**src/rtl/serial_output_neuron.sv**
```systemverilog
// Time-multiplexed output-layer neuron: one multiplier, saturating accumulation onto a bias,
// selectable activation, registered result behind a valid/ready handshake.
module serial_output_neuron #(
    parameter int N_IN      = 5,
    parameter int IN_W      = 10,
    parameter int W_W       = 10,
    parameter int FRAC_BITS = 9,
    parameter int ACC_W     = 16,
    parameter int OUT_W     = 10,
    parameter int ACT_MODE  = 0
) (
    input  logic                    clk,
    input  logic                    rst,
    input  logic                    flush,
    input  logic                    in_valid,
    output logic                    in_ready,
    input  logic [IN_W-1:0]         in_val,
    input  logic signed [W_W-1:0]   in_weight,
    input  logic signed [ACC_W-1:0] bias,
    output logic                    out_valid,
    input  logic                    out_ready,
    output logic [OUT_W-1:0]        out_data,
    output logic                    out_acc_sat,
    output logic                    out_clip
);

    localparam int PROD_W = IN_W + W_W + 1;
    localparam int CNT_W  = (N_IN > 1) ? $clog2(N_IN) : 1;
    // Common signed width wide enough for the product, a bias+term sum and the output range.
    localparam int WIDE0  = (PROD_W > ACC_W + 1) ? PROD_W : ACC_W + 1;
    localparam int WIDE   = ((WIDE0 > OUT_W + 1) ? WIDE0 : OUT_W + 1) + 1;

    localparam logic signed [WIDE-1:0] ACC_MAX_W = {{(WIDE-ACC_W+1){1'b0}}, {(ACC_W-1){1'b1}}};
    localparam logic signed [WIDE-1:0] ACC_MIN_W = {{(WIDE-ACC_W+1){1'b1}}, {(ACC_W-1){1'b0}}};
    localparam logic signed [WIDE-1:0] OUT_MAX_W = {{(WIDE-OUT_W){1'b0}}, {OUT_W{1'b1}}};
    localparam logic signed [WIDE-1:0] HALF_W    = {{(WIDE-OUT_W){1'b0}}, 1'b1, {(OUT_W-1){1'b0}}};

    typedef enum logic [1:0] {S_IDLE, S_ACCUM, S_ACT, S_OUT} state_t;

    state_t                    state_q, state_d;
    logic [CNT_W-1:0]          cnt_q, cnt_d;
    logic signed [ACC_W-1:0]   acc_q, acc_d;
    logic                      sat_q, sat_d;
    logic                      out_valid_q, out_valid_d;
    logic [OUT_W-1:0]          out_data_q, out_data_d;
    logic                      out_clip_q, out_clip_d;
    logic                      out_sat_q, out_sat_d;

    logic signed [PROD_W-1:0]  prod;
    logic signed [PROD_W-1:0]  scaled;
    logic [ACC_W:0]            scaled_r;
    logic signed [ACC_W-1:0]   scaled_c;
    logic signed [ACC_W-1:0]   base;
    logic [ACC_W:0]            sum_r;
    logic                      beat_sat;
    logic                      beat;
    logic signed [WIDE-1:0]    act_t;
    logic [OUT_W-1:0]          act_data;
    logic                      act_clip;

    // Returns {saturated, value} after clamping a wide signed value into ACC_W bits.
    function automatic logic [ACC_W:0] sat_acc(input logic signed [WIDE-1:0] v);
        if (v > ACC_MAX_W) begin
            return {1'b1, ACC_MAX_W[ACC_W-1:0]};
        end else if (v < ACC_MIN_W) begin
            return {1'b1, ACC_MIN_W[ACC_W-1:0]};
        end else begin
            return {1'b0, v[ACC_W-1:0]};
        end
    endfunction

    always_comb begin
        prod     = PROD_W'($signed({1'b0, in_val})) * PROD_W'(in_weight);
        scaled   = prod >>> FRAC_BITS;
        scaled_r = sat_acc(WIDE'(scaled));
        scaled_c = $signed(scaled_r[ACC_W-1:0]);
        base     = (state_q == S_IDLE) ? bias : acc_q;
        sum_r    = sat_acc(WIDE'(base) + WIDE'(scaled_c));
        beat_sat = scaled_r[ACC_W] | sum_r[ACC_W];
    end

    // Activation is evaluated from the settled accumulator while in the ACT cycle.
    always_comb begin
        act_t = (ACT_MODE == 1) ? WIDE'(acc_q >>> 2) + HALF_W : WIDE'(acc_q);
        if (act_t[WIDE-1]) begin
            act_data = '0;
            act_clip = 1'b1;
        end else if (act_t > OUT_MAX_W) begin
            act_data = OUT_MAX_W[OUT_W-1:0];
            act_clip = 1'b1;
        end else begin
            act_data = act_t[OUT_W-1:0];
            act_clip = 1'b0;
        end
    end

    always_comb begin
        in_ready    = !rst && !flush && (state_q == S_IDLE || state_q == S_ACCUM);
        beat        = in_valid && in_ready;
        state_d     = state_q;
        cnt_d       = cnt_q;
        acc_d       = acc_q;
        sat_d       = sat_q;
        out_valid_d = out_valid_q;
        out_data_d  = out_data_q;
        out_clip_d  = out_clip_q;
        out_sat_d   = out_sat_q;

        case (state_q)
            S_IDLE: begin
                if (beat) begin
                    acc_d = $signed(sum_r[ACC_W-1:0]);
                    sat_d = beat_sat;
                    if (N_IN == 1) begin
                        cnt_d   = '0;
                        state_d = S_ACT;
                    end else begin
                        cnt_d   = CNT_W'(1);
                        state_d = S_ACCUM;
                    end
                end
            end
            S_ACCUM: begin
                if (beat) begin
                    acc_d = $signed(sum_r[ACC_W-1:0]);
                    sat_d = sat_q | beat_sat;
                    if (cnt_q == CNT_W'(N_IN - 1)) begin
                        cnt_d   = '0;
                        state_d = S_ACT;
                    end else begin
                        cnt_d = cnt_q + CNT_W'(1);
                    end
                end
            end
            S_ACT: begin
                out_data_d  = act_data;
                out_clip_d  = act_clip;
                out_sat_d   = sat_q;
                out_valid_d = 1'b1;
                state_d     = S_OUT;
            end
            S_OUT: begin
                if (out_ready) begin
                    out_valid_d = 1'b0;
                    state_d     = S_IDLE;
                end
            end
            default: state_d = S_IDLE;
        endcase

        // Abort wins over any beat or output handshake in the same cycle.
        if (flush) begin
            state_d     = S_IDLE;
            cnt_d       = '0;
            acc_d       = '0;
            sat_d       = 1'b0;
            out_valid_d = 1'b0;
        end
    end

    always_ff @(posedge clk or posedge rst) begin
        if (rst) begin
            state_q     <= S_IDLE;
            cnt_q       <= '0;
            acc_q       <= '0;
            sat_q       <= 1'b0;
            out_valid_q <= 1'b0;
            out_data_q  <= '0;
            out_clip_q  <= 1'b0;
            out_sat_q   <= 1'b0;
        end else begin
            state_q     <= state_d;
            cnt_q       <= cnt_d;
            acc_q       <= acc_d;
            sat_q       <= sat_d;
            out_valid_q <= out_valid_d;
            out_data_q  <= out_data_d;
            out_clip_q  <= out_clip_d;
            out_sat_q   <= out_sat_d;
        end
    end

    assign out_valid   = out_valid_q;
    assign out_data    = out_data_q;
    assign out_clip    = out_clip_q;
    assign out_acc_sat = out_sat_q;

endmodule

```
**config.mk**
```make
export PLATFORM = sky130hd
export DESIGN_NAME = serial_output_neuron
export DESIGN_NICKNAME = d
export VERILOG_FILES = /design/src/rtl/serial_output_neuron.sv
export SDC_FILE = /design/constraint.sdc
export NUM_CORES = 1
export LEC_CHECK = 0
export ABC_AREA = 1
export CAP_MARGIN = 40
export CORE_MARGIN = 2
export CORE_UTILIZATION = 30
export DETAILED_ROUTE_END_ITERATION = 8
export GPL_TIMING_DRIVEN = 0
export PLACE_DENSITY_LB_ADDON = 0.3
export SYNTH_ARGS = -nofsm -noshare
export SYNTH_HDL_FRONTEND = slang
export SYNTH_SLANG_ARGS = --single-unit
```
**constraint.sdc**
```tcl
create_clock -name clk -period 5.9 [get_ports clk]
set_input_delay 1.77 -clock clk [delete_from_list [all_inputs] [get_ports clk]]
set_output_delay 1.77 -clock clk [all_outputs]
set_load 0.02 [all_outputs]
```
==> reports/summary.md <==
### Run status
* run status: finished with violations
* violations in the final reports: negative setup slack

### STA
* Max Fclk: 138.2 MHz
* final sum of negative setup slack: -21.36 ns
* setup ws final: -1.334 ns
* worst setup skew after layout: 0.005776 ns
* minimum period implied by the final worst setup slack: 7.234 ns
* measured slew at the worst slew-check pin: 0.7585 ns
* setup repair after global routing missed its margin: true
* Final Slew Violations: 0
* worst relative slew slack: 49.36%
* Tcrit/Tclk final: 122.6%
* total setup violations reported at the end of the flow: 17
* endpoints failing hold: 0

### Global routing
* maximum number of pins on one net before global-route repair: 36
* total overflow reported by the global router: 0
* combined global-route utilization of all metal layers: 14.16%
* number of antenna violations at the first check in global routing: 0
* global-route wire length before repair: 26,080 um
* vias in the first global route: 5,469

### Finish
* non-filler cells in the finished layout: 1,243
* share of cells above drive strength 1: 21.07%
* sequential cell area: 875.8 sq um
* area of all placed cells without fillers: 8263 sq um
* antenna cell count: 0
* area of combinational cells with multiple inputs: 5162 sq um
* count of filler cells inserted in the layout: 2,169
* final net count: 1,157
* layout overhead on the synthesized area: 28.81%

### Floorplan
* standard-cell row count: 53
* height of the chip: 150.2 um
* core box area: 21,020 sq um
* Initial Util: 30.52%
* die width: 150.2 um
* overall die area: 22,570 sq um
* total I/O pin count: 55

### Setup path
* kind of start point of the critical path: primary input
* crit path max-delay cell type: sky130_fd_sc_hd__fa_2
* beginning of the worst register-to-register path: state_q[0]
* category of the critical setup timing path: primary input to flip-flop
* endpoint class of the critical path: flip-flop
* largest fanout of any net on the critical path: 5
* cell with the most instances on the worst path: sky130_fd_sc_hd__nand2_2
* required time worst endpoint: 6.06 ns
* number of cells traversed by the worst register-to-register path: 19
* CP Data Arrival Time: 7.40 ns
* critical path startpoint: in_weight[9]
* flop-to-flop setup slack: 2.48 ns
* critical path capture point: acc_q[13]
* endpoint of the most critical register-to-register path: acc_q[13]
* CP max stage delay: 0.55 ns

### Clock network
* Max clock buf depth: 2
* H-tree levels: 2
* number of clock buffers inserted by TritonCTS: 5
* CTS tree: yes
* sink count of the clock tree: 35
* clock root buffer: sky130_fd_sc_hd__clkbuf_16
* clock network latency to the later pin of the worst-skew pair: 0.28 ns
* number of buffers inserted for hold repair after clock tree synthesis: 0
* clock slew seen by the registers of the worst setup and hold paths: 0.06 ns

### Yosys
* Synth Cell Area: 6415 sq um
* number of warnings issued by yosys: 0
* Synth top area share: 19.66%
* most instantiated cells after synthesis: sky130_fd_sc_hd__nand2_1 (259), sky130_fd_sc_hd__inv_1 (183), sky130_fd_sc_hd__ha_1 (86)
* number of distinct library cells after synthesis: 37
* share of flip-flops with an asynchronous set or reset after synthesis: 100.0%
* post-synth top area cell: sky130_fd_sc_hd__fa_1
* main area contributors after synthesis: sky130_fd_sc_hd__fa_1 (20%), sky130_fd_sc_hd__ha_1 (17%), sky130_fd_sc_hd__nand2_1 (15%), sky130_fd_sc_hd__dfrtp_1 (14%), sky130_fd_sc_hd__inv_1 (11%)
* sequential cell area fraction in the yosys report: 13.65%
* average cell area after synthesis: 7.184 sq um
* Mapped Cells: 893
* most frequently used flop master after synthesis: sky130_fd_sc_hd__dfrtp_1
* post-synth net total: 1,083
* count leader, synth: sky130_fd_sc_hd__nand2_1
* number of enable-type register cells in the synthesized netlist: 0
* Synth Register Bits: 35

### Route
* DR iter-0 viols: 248
* post-route antenna net violation count: 0
* total iterations of the first detailed-routing run: 4
* number of DRC violations after detailed routing: 0
* via total after detailed routing: 5,586
* total wirelength of the detailed-routed design: 15,750 um
* Wirelength per Cell: 12.67 um
* Vias per Instance: 4.494

### Place
* IO buf count: 35
* estimated wirelength of the detail-placed design: 12,590 um
* cell area after placement: 7397 sq um
* number of placed cells counting well taps: 1,203
* routability congestion estimate from global placement: 0.8369

### Worst hold path
* HP Class: flip-flop to flip-flop

### Flow run
* max-capacitance violation count: 0

-- final cells by class --
| class | count | share of cell area, % |
|---|---|---|
| multi-input combinational | 638 | 62.48 |
| sequential | 35 | 10.60 |
| inverter | 192 | 8.873 |
| timing repair buffer | 66 | 7.919 |
| tap | 275 | 4.164 |
| buffer | 28 | 3.755 |
| clock buffer | 6 | 1.681 |
| clock inverter | 2 | 0.4240 |
| timing repair inverter | 1 | 0.1060 |
-- worst max-delay path, delay by kind of cell --
family	cells	cell delay, ns
fa+ha+maj	7	3.04
buf+inv	8	0.57
xor+xnor	1	0.20
simple gates	17	1.43
compound gates	2	0.33
-- cells by family after synthesis --
| kind of cell | Yosys count | synth area share, % |
|---|---|---|
| and+or+nand+nor | 378 | 24.91 |
| adders and majority gates | 149 | 36.43 |
| xor gates and xnor gates | 24 | 3.277 |
| AOI/OAI and AO/OA | 76 | 6.534 |
| DFF | 35 | 13.65 |
| buffers and inverters | 220 | 13.26 |
| muxes | 11 | 1.931 |
-- worst min path at each step --
stage | start | endpoint | slack (ns) | cells past startpoint
final | out_data[8] | out_data[8] | 0.48 | 2
after global routing | out_data[2] | out_data[2] | 0.51 | 2
after CTS | out_data[8] | out_data[8] | 0.48 | 2
after detailed placement | out_data[8] | out_data[8] | 0.47 | 2
after global placement | out_data[6] | out_data[6] | 0.47 | 2
after floorplan | acc_q[0] | acc_q[0] | 0.46 | 2
-- what timing repair did --
| action | in CTS | in global routing |
|---|---|---|
| resized for setup | 28 | 103 |
| pin swaps | 25 | 42 |
| setup endpoints to repair | 17 | 17 |
| cloned | 2 | 1 |
| setup buffers | 12 | 18 |
-- flip-flops by register name (all words and copies together), names as in the netlist --
name         flops
state_q          2
out_clip         1
out_acc_sat      1
sat_q            1
acc_q           16
out_valid        1
out_data        10
cnt_q            3
-- per-layer routing --
layer | wire [um] | global-route usage [%] | vias to the layer above
li1 | - | - | 2864
met1 | 7575 | 19.80 | 2669
met2 | 7798 | 24.93 | 47
met3 | 270 | 0.7273 | 6
met4 | 106 | 1.651 | 0
met5 | 0 | 0 | -
-- per-stage QoR --
| step | hold slack (ns) | utilization, % | setup WS, ns |
|---|---|---|---|
| CTS | 0.4830 | 37.15 | -1.343 |
| floorplan | 0.4614 | - | -1.212 |
| global placement | 0.4702 | 35.19 | -2.438 |
| global route | 0.5094 | 39.31 | -1.578 |
| detailed placement | 0.4680 | 35.19 | -2.463 |
| finish | 0.4788 | 39.31 | -1.334 |
-- cells in the final DEF, fill, tap and decap left out, types with 4 or more instances in the layout --
| master | Yosys | layout |
|---|---|---|
| sky130_fd_sc_hd__nand2_1 | 259 | 231 |
| sky130_fd_sc_hd__inv_1 | 183 | 165 |
| sky130_fd_sc_hd__ha_1 | 86 | 71 |
| sky130_fd_sc_hd__fa_1 | 63 | 60 |
| sky130_fd_sc_hd__nand2_2 | 22 | 39 |
| sky130_fd_sc_hd__nor2_1 | 41 | 37 |
| sky130_fd_sc_hd__dfrtp_1 | 35 | 35 |
| sky130_fd_sc_hd__clkdlybuf4s50_1 | 0 | 34 |
| sky130_fd_sc_hd__buf_4 | 1 | 30 |
| sky130_fd_sc_hd__nand3_1 | 33 | 30 |
| sky130_fd_sc_hd__inv_2 | 7 | 25 |
| sky130_fd_sc_hd__a21oi_1 | 34 | 22 |
| sky130_fd_sc_hd__o21ai_0 | 26 | 22 |
| sky130_fd_sc_hd__xor2_1 | 16 | 13 |
| sky130_fd_sc_hd__ha_4 | 0 | 13 |
| sky130_fd_sc_hd__nand2_4 | 0 | 11 |
| sky130_fd_sc_hd__mux2_2 | 11 | 11 |
| sky130_fd_sc_hd__buf_12 | 0 | 10 |
| sky130_fd_sc_hd__a21oi_2 | 1 | 8 |
| sky130_fd_sc_hd__xnor2_1 | 8 | 8 |
| sky130_fd_sc_hd__nand4_1 | 7 | 7 |
| sky130_fd_sc_hd__a21oi_4 | 0 | 5 |
| sky130_fd_sc_hd__o21bai_1 | 5 | 5 |
| sky130_fd_sc_hd__buf_8 | 0 | 5 |
| sky130_fd_sc_hd__clkbuf_16 | 0 | 5 |
| sky130_fd_sc_hd__buf_6 | 2 | 4 |
Power is not shown: default switching activity piles up to over one toggle a cycle in this logic, so the estimate is an artifact.
